**src/rtl/sprite_renderer.sv**
```systemverilog
// Single monochrome bitmap sprite: fetches one ROM row per scanline during
// horizontal blanking and shifts it out as a 1-bit gfx stream at sprite_x.
module sprite_renderer #(
  parameter int SPRITE_W  = 8,
  parameter int SPRITE_H  = 8,
  parameter int ADDR_W    = 3,
  parameter int LOAD_HPOS = 257
) (
  input  logic                clk,
  input  logic                reset,
  input  logic [8:0]          hpos,
  input  logic [8:0]          vpos,
  input  logic                vsync,
  input  logic [8:0]          sprite_x,
  input  logic [8:0]          sprite_y,
  output logic [ADDR_W-1:0]   rom_addr,
  input  logic [SPRITE_W-1:0] rom_bits,
  output logic                gfx,
  output logic                busy
);

  localparam logic [8:0] LOAD_POS = 9'(LOAD_HPOS);
  localparam logic [4:0] X_LAST   = 5'(SPRITE_W - 1);
  localparam logic [4:0] Y_END    = 5'(SPRITE_H);

  typedef enum logic [2:0] {
    WAIT_VSTART,
    LOAD_SETUP,
    LOAD_FETCH,
    WAIT_HSTART,
    DRAW,
    WAIT_LOAD
  } state_t;

  state_t              state;
  state_t              state_nxt;
  logic [4:0]          xcount;
  logic [4:0]          ycount;
  logic [SPRITE_W-1:0] outbits;
  logic [SPRITE_W-1:0] shifted;
  logic                abort;

  // vsync pulls any sprite in progress back to idle so the next frame starts clean
  assign abort = vsync && (state != WAIT_VSTART);

  always_comb begin
    state_nxt = state;
    case (state)
      WAIT_VSTART: if (vpos == sprite_y && hpos == LOAD_POS) state_nxt = LOAD_SETUP;
      LOAD_SETUP:  state_nxt = LOAD_FETCH;
      LOAD_FETCH:  state_nxt = WAIT_HSTART;
      WAIT_HSTART: if (hpos == sprite_x) state_nxt = DRAW;
      DRAW: begin
        if (xcount == X_LAST) state_nxt = (ycount == Y_END) ? WAIT_VSTART : WAIT_LOAD;
      end
      WAIT_LOAD:   if (hpos == LOAD_POS) state_nxt = LOAD_SETUP;
      default:     state_nxt = WAIT_VSTART;
    endcase
    if (abort) state_nxt = WAIT_VSTART;
  end

  always_ff @(posedge clk or negedge reset) begin
    if (!reset) begin
      state    <= WAIT_VSTART;
      xcount   <= '0;
      ycount   <= '0;
      outbits  <= '0;
      rom_addr <= '0;
    end else begin
      state <= state_nxt;
      if (abort) begin
        ycount <= '0;
      end else begin
        case (state)
          WAIT_VSTART: begin
            if (state_nxt == LOAD_SETUP) begin
              ycount   <= '0;
              rom_addr <= '0;
            end
          end
          LOAD_FETCH: begin
            outbits <= rom_bits;
            ycount  <= ycount + 5'd1;
          end
          WAIT_HSTART: if (state_nxt == DRAW) xcount <= '0;
          DRAW:        xcount <= xcount + 5'd1;
          WAIT_LOAD:   if (state_nxt == LOAD_SETUP) rom_addr <= ADDR_W'(ycount);
          default:     ;
        endcase
      end
    end
  end

  // Left shift by xcount brings the current column to the MSB, avoiding a wide bit-select index
  assign shifted = outbits << xcount;
  assign gfx     = (state == DRAW) && shifted[SPRITE_W-1];
  assign busy    = (state != WAIT_VSTART);

endmodule

```
**config.mk**
```make
export PLATFORM = sky130hd
export DESIGN_NAME = sprite_renderer
export DESIGN_NICKNAME = d
export VERILOG_FILES = /design/src/rtl/sprite_renderer.sv
export SDC_FILE = /design/constraint.sdc
export NUM_CORES = 1
export LEC_CHECK = 0
export CAP_MARGIN = 10
export CORE_MARGIN = 10
export CORE_UTILIZATION = 34
export CTS_CLUSTER_SIZE = 24
export DETAILED_ROUTE_END_ITERATION = 8
export PLACE_DENSITY_LB_ADDON = 0.2
export SYNTH_ARGS = -nofsm -noshare
export SYNTH_HDL_FRONTEND = slang
export SYNTH_SLANG_ARGS = --single-unit
```
**constraint.sdc**
```tcl
create_clock -name clk -period 2.5 [get_ports clk]
set_input_delay 0.5 -clock clk [delete_from_list [all_inputs] [get_ports clk]]
set_output_delay 0.5 -clock clk [all_outputs]
set_load 0.01 [all_outputs]
```
==> key figures, run 1 <==
Power and ir drop
  – Cell Pwr Density: 659.4 nW/µm²
  – Peak supply drop: 0.3988 mV
  – Leak: 0.0009692 µW
  – Power Total: 1418 µW

Finish
  – Nets@finish: 269
  – Diodes inserted: 0
  – Layout cell share with drive strength beyond 1: 0.1009
  – Non-filler cells, final: 268
  – Final Util: 0.5227
  – Layout area overhead: 45.06%

Route
  – Drt drc: 0
  – Via count: 1368
  – Post-DR vias/cell: 5.104
  – DRT Wirelength: 4.186 mm
  – Wire per inst: 15.62 µm
  – Drt pass-1 iters: 4
  – Detailed router's first-iteration violation count: 101
  – Antenna-violating nets left: 0

Floorplanning
  – Core Area: 4115 µm²
  – Initial Utilization: 0.3603
  – Die height: 86.04 µm
  – Num rows: 23
  – DIE WIDTH: 86.04 µm
  – Die ar.: 7402 µm²
  – Io pins: 52

Clock tree
  – CTS tree: yes
  – Later-pin clock latency in the skew report: 0.27 ns
  – Sink Count: 24
  – Root buffer selected by CTS: clkbuf_8
  – Bufs on Longest Clock Path: 2
  – TritonCTS Buffers: 3
  – Clk slew on worst S/H paths: 0.09 ns
  – Cts hold-fix bufs: 0
  – H-tree level count: 1

Timing
  – Worst Skew: 0.002879 ns
  – Max-slew violations: 0
  – Final Hold Viols: 0
  – Fmax achieved: 0.4213 GHz
  – Min Tclk post-route: 2.374 ns
  – Fin Hold WS: 0.4832 ns
  – Setup ws final: 0.1265 ns
  – Worst-margin pin slew: 0.6547 ns
  – RSZ-0062 raised after global routing: no
  – Max_slew headroom: 0.5609
  – Fin crit share: 0.9494
  – Final setup violation count: 0

Setup path
  – Max incr delay on CP: 0.42 ns
  – Crit path cell chain: clkdlybuf4s50_1 > xor2_1 > nor4_1 > buf_4 > and4_4 > a211oi_2 > nor4_4 > mux2_1
  – WP data required: 2.65 ns
  – Critical path class: in2reg
  – CP Launch Type: primary input
  – Critical Path AT: 2.53 ns
  – CP endpoint kind: register
  – Slowest cell on the critical path: clkdlybuf4s50_1
  – Crit-path max FO: 3

Synth
  – #FFs+latches synth: 24
  – Post-Syn Area: 1483 µm²
  – Cells after Synth: 159
  – Most frequent cell after synthesis: nand2_1
  – Top FF cell, synth: dfrtp_1
  – Top cell type's share of synthesized area: 0.4051
  – Yosys top cell by area: dfrtp_1
  – Area contributors post-synth: dfrtp_1 (41%), xor2_1 (12%), nand2_1 (7.8%), nor2_1 (4.3%), o21ai_0 (3.4%)
  – Yosys cell types: 38
  – Post-synth top cells: nand2_1 (31), dfrtp_1 (24), xor2_1 (20)
  – Post-Syn Nets: 209
  – Avg Inst Size Synth: 9.325 µm²
  – Number of synthesized flops with an enable pin: 0
  – Yosys warns: 0
  – Sequential fraction of the synthesis area: 0.4051
  – Async set-reset flop share out of synthesis: 1.000

Placement
  – Post-Place Cells: 264
  – RePlAce Congestion: 0.7936
  – Place WS: -0.1877 ns
  – Detailed Place HPWL: 3.362 mm
  – Port Buf Inserts: 51

Global routing
  – Total GRT Usage: 0.1114
  – Initial antenna violation count: 0
  – GRT overflow: 0
  – Largest net degree at the start of global routing: 25
  – Vias in the first global route: 1416
  – First-pass GRT wire length: 6.817 mm

Outcome
  – Status: finished, final reports clean

Flow run
  – Total of max-cap violations: 0

Worst hold path
  – HP Class: reg2reg
-- stage by stage --
stage,TNS [ns],instance area (µm²)
floorplan,0,1483
CTS,0,2151
finish,0,2151
global placement,-0.3449,2097
detailed placement,-0.5842,2097
global route,0,2151
-- sequential cells by signal, indices dropped and copies added, names as in the netlist --
register and flops:
ycount 5, outbits 8, rom_addr 3, xcount 5
state 3
-- where the power goes --
part	internal [µW]	switching (µW)
Combinational	298	241
Clock	141	124
Sequential	494	122
Total	932	486
-- cells in the final DEF, fill, tap and decap left out, types with 2 or more instances in the layout --
cell             netlist  layout
o21ai_0               10      10
nand2_1               31      31
dfrtp_1               24      24
nor2_1                17      17
clkdlybuf4s50_1        0      50
nor4_1                 3       3
mux2_1                 4       4
ha_1                   3       3
nand3_1                2       2
inv_1                  3       3
nor4b_1                2       2
nor3_1                 4       4
buf_4                  0       9
and3_1                 3       3
nand4_1                3       3
mux4_2                 2       2
clkbuf_8               0       4
xor2_1                20      20
xnor2_1                2       2
nand2b_1               2       2
-- worst max-delay path, delay by kind of cell --
family	cells	cell delay (ns)
simple gates	3	0.84
compound gates	1	0.07
buf+inv	2	0.58
mux	1	0.36
xor+xnor	1	0.17
-- logic make-up (layout without fill, tap and decap cells) --
family          count (synthesis)  in the layout  synth area share
fa+ha+maj                       3              3           0.02532
simple gates                   78             78            0.2751
compound gates                 17             17           0.07174
flops                          24             24            0.4051
xor+xnor                       22             22            0.1300
mux                             7              7           0.06751
buf+inv                         8             67           0.02531
-- per-layer routing --
metal  share of wire  vias to the layer above  GRT usage
met1            0.50                      646     0.1454
met4          0.0079                        0    0.03144
li1                -                      662          -
met2            0.41                       56     0.1731
met5               0                        -          0
met3           0.080                        4    0.03217
-- final timing paths --
path | from | to | slack (ns) | depth (start not counted)
min in group asynchronous | reset | ycount[2]$_DFFE_PN0P_ | 0.58 | 2
hold / removal | outbits[6]$_DFFE_PN0P_ | outbits[6]$_DFFE_PN0P_ | 0.48 | 2
max in group asynchronous | reset | xcount[4]$_DFFE_PN0P_ | 1.68 | 2
hold reg to reg | outbits[6]$_DFFE_PN0P_ | outbits[6]$_DFFE_PN0P_ | 0.48 | 2
setup reg to reg | state[1]$_DFF_PN0_ | rom_addr[0]$_DFFE_PN0P_ | 0.41 | 6
setup / recovery | sprite_y[2] | rom_addr[0]$_DFFE_PN0P_ | 0.13 | 8
-- timing repair --
item                       4_1_cts  5_1_grt
resized for setup                1        0
setup endpoints to repair        1        0
setup buffers                    0        0
-- layout make-up --
| type | count | area (µm²) |
|---|---|---|
| fillers | 371 | 1964 |
| multi-input cells | 127 | 844.6 |
| flip-flops and latches | 24 | 600.6 |
| repair buffers | 60 | 576.8 |
| well taps | 50 | 62.56 |
| clock buffers | 4 | 55.05 |
| inverters | 3 | 11.26 |
Power figures use the tool's default switching activity.
==> run 2: changes to the inputs <==
PLACE_DENSITY_LB_ADDON = unset   (was 0.2)
==> key figures, run 2 (same netlist as run 1, synthesis figures left out) <==
Finish
  – FF/Latch Area: 600.6 µm² (unchanged)
  – Biggest regs: outbits x8, xcount x5, ycount x5 (unchanged)
  – Max reg flops: 8 (unchanged)
  – Diodes inserted: 0 (unchanged)
  – Fillers: 395 (was 371)
  – Commonest cells after routing, fill and taps aside: clkdlybuf4s50_1 (50), nand2_1 (31), dfrtp_1 (24) (unchanged)
  – Layout area overhead: 45.06% (unchanged)
  – Largest reg by FF count: outbits (unchanged)
  – Nets@finish: 270 (was 269)
  – Layout cell share with drive strength beyond 1: 0.1055 (was 0.1009)
  – Multi-input logic area: 850.8 µm² (was 844.6 µm²)
  – Most common cell after layout, fill and taps aside: clkdlybuf4s50_1 (unchanged)

Floorplanning
  – Initial Utilization: 0.3603 (unchanged)
  – DIE WIDTH: 86.04 µm (unchanged)
  – Core Area: 4115 µm² (unchanged)
  – Die ar.: 7402 µm² (unchanged)
  – Io pins: 52 (unchanged)
  – Num rows: 23 (unchanged)
  – Die height: 86.04 µm (unchanged)

Placement
  – Port Buf Inserts: 51 (unchanged)
  – RePlAce Congestion: 0.9013 (was 0.7936)
  – Detailed Place HPWL: 3.073 mm (was 3.362 mm)
  – Place WS: -0.1307 ns (was -0.1877 ns)

Timing
  – Setup ws final: 0.1610 ns (was 0.1265 ns)
  – Max-slew violations: 0 (unchanged)
  – Worst Skew: 0.004331 ns (was 0.002879 ns)
  – Final setup violation count: 0 (unchanged)
  – Final Hold Viols: 0 (unchanged)
  – Max_slew headroom: 0.7732 (was 0.5609)
  – RSZ-0062 raised after global routing: no (unchanged)
  – Fin crit share: 0.9356 (was 0.9494)
  – Fmax achieved: 0.4275 GHz (was 0.4213 GHz)
  – Min Tclk post-route: 2.339 ns (was 2.374 ns)
  – Worst-margin pin slew: 0.3401 ns (was 0.6547 ns)
  – Setup TNS: 0 ns (unchanged)

Setup path
  – R2r setup slk: 0.40 ns (was 0.41 ns)
  – WP data required: 2.64 ns (was 2.65 ns)
  – CP Launch Type: primary input (unchanged)
  – Critical Path AT: 2.48 ns (was 2.53 ns)
  – CP endpoint kind: register (unchanged)
  – Critical path class: in2reg (unchanged)
  – Crit-path max FO: 3 (unchanged)

Clock tree
  – Bufs on Longest Clock Path: 2 (unchanged)
  – TritonCTS Buffers: 3 (unchanged)
  – CTS tree: yes (unchanged)
  – Postcts setup bufs: 0 (unchanged)
  – Sink Count: 24 (unchanged)
  – Later-pin clock latency in the skew report: 0.25 ns (was 0.27 ns)
  – Clk slew on worst S/H paths: 0.08 ns (was 0.09 ns)
  – Root buffer selected by CTS: clkbuf_8 (unchanged)
  – H-tree level count: 1 (unchanged)

Route
  – Drt drc: 0 (unchanged)
  – Antenna-violating nets left: 0 (unchanged)
  – Detailed router's first-iteration violation count: 54 (was 101)
  – Post-DR vias/cell: 4.854 (was 5.104)
  – DRT Wirelength: 3.697 mm (was 4.186 mm)
  – Via count: 1301 (was 1368)
  – Wire per inst: 13.79 µm (was 15.62 µm)
  – Drt pass-1 iters: 4 (unchanged)

Power and ir drop
  – Peak supply drop: 0.4363 mV (was 0.3988 mV)
  – Leak: 0.0009690 µW (was 0.0009692 µW)
  – Cell Pwr Density: 641.9 nW/µm² (was 659.4 nW/µm²)

Global routing
  – GR peak layer: met2 (unchanged)
  – Largest net degree at the start of global routing: 25 (unchanged)
  – GR Util met1: 0.1255 (was 0.1454)
  – Total GRT Usage: 0.09547 (was 0.1114)
  – GR Util met3: 0.03027 (was 0.03217)
  – First-pass GRT wire length: 6.023 mm (was 6.817 mm)
  – Met2 Use GR: 0.1515 (was 0.1731)
  – GRT overflow: 0 (unchanged)
  – Initial antenna violation count: 0 (unchanged)
  – Vias in the first global route: 1318 (was 1416)

Outcome
  – Status: finished, final reports clean (unchanged)

Flow run
  – Total of max-cap violations: 0 (unchanged)

Worst hold path
  – HP Class: reg2reg (unchanged)
## run 2: repair_timing
item / 4_1_cts / 5_1_grt
endpoints found under the hold margin: 0 / 0
resized for setup: 2 / 0
hold buffers: 0 / 0
endpoints found under the setup margin: 1 / 0
## run 2: power by group
| group | internal (µW) | switching, µW | leakage, µW | total [µW] |
|---|---|---|---|---|
| clock network | 107 | 106 | 0.0000216 | 213 |
| logic | 314 | 246 | 0.000628 | 560 |
| registers | 494 | 113 | 0.000320 | 607 |
| total | 916 | 465 | 0.000969 | 1380 |
## run 2: worst max-delay path, cell delays in order
cell	delay (ns)
clkdlybuf4s50_1	0.45
nor4b_1	0.27
and4b_1	0.26
and4_4	0.23
a211oi_2	0.06
nor4_4	0.34
mux2_1	0.36
## run 2: final timing paths
| kind | startpoint | to | cells past startpoint |
|---|---|---|---|
| min | outbits[7]$_DFFE_PN0P_ | outbits[7]$_DFFE_PN0P_ | 2 |
| max reg2reg | state[1]$_DFF_PN0_ | rom_addr[2]$_DFFE_PN0P_ | 6 |
| min reg2reg | outbits[7]$_DFFE_PN0P_ | outbits[7]$_DFFE_PN0P_ | 2 |
| min in group asynchronous | reset | outbits[0]$_DFFE_PN0P_ | 2 |
| max in group asynchronous | reset | rom_addr[0]$_DFFE_PN0P_ | 2 |
| max | hpos[7] | rom_addr[2]$_DFFE_PN0P_ | 7 |
## run 2: layer usage
layer / share of wire / routed length, µm
met2: 0.41 / 1507
met1: 0.50 / 1860
met3: 0.087 / 323
met4: 0.0016 / 6
met5: 0 / 0
## run 2: final cells by class
| class | count | share of cell area |
|---|---|---|
| clock buffer | 3 | 0.01920 |
| inverter | 3 | 0.005236 |
| multi-input combinational | 127 | 0.3956 |
| sequential | 24 | 0.2792 |
| tap | 50 | 0.02909 |
| timing repair buffer | 61 | 0.2717 |
## run 2: stage by stage
stage               hold slack [ns]  cells  instance area [µm²]    util  power [µW]
global route                 0.5003    268                 2151  0.5227        1497
floorplan                    0.2044    159                 1483       -       949.2
finish                       0.4795    268                 2151  0.5227        1381
global placement             0.4551    265                 2105  0.5114        1160
CTS                          0.4826    268                 2151  0.5227        1399
detailed placement           0.4635    265                 2105  0.5114        1176
==> run 3: changes to the inputs <==
CAP_MARGIN = 20   (was 10)
==> results of run 3 <==
Same layout as run 2: the final DEF is identical, and so are final timing and power.
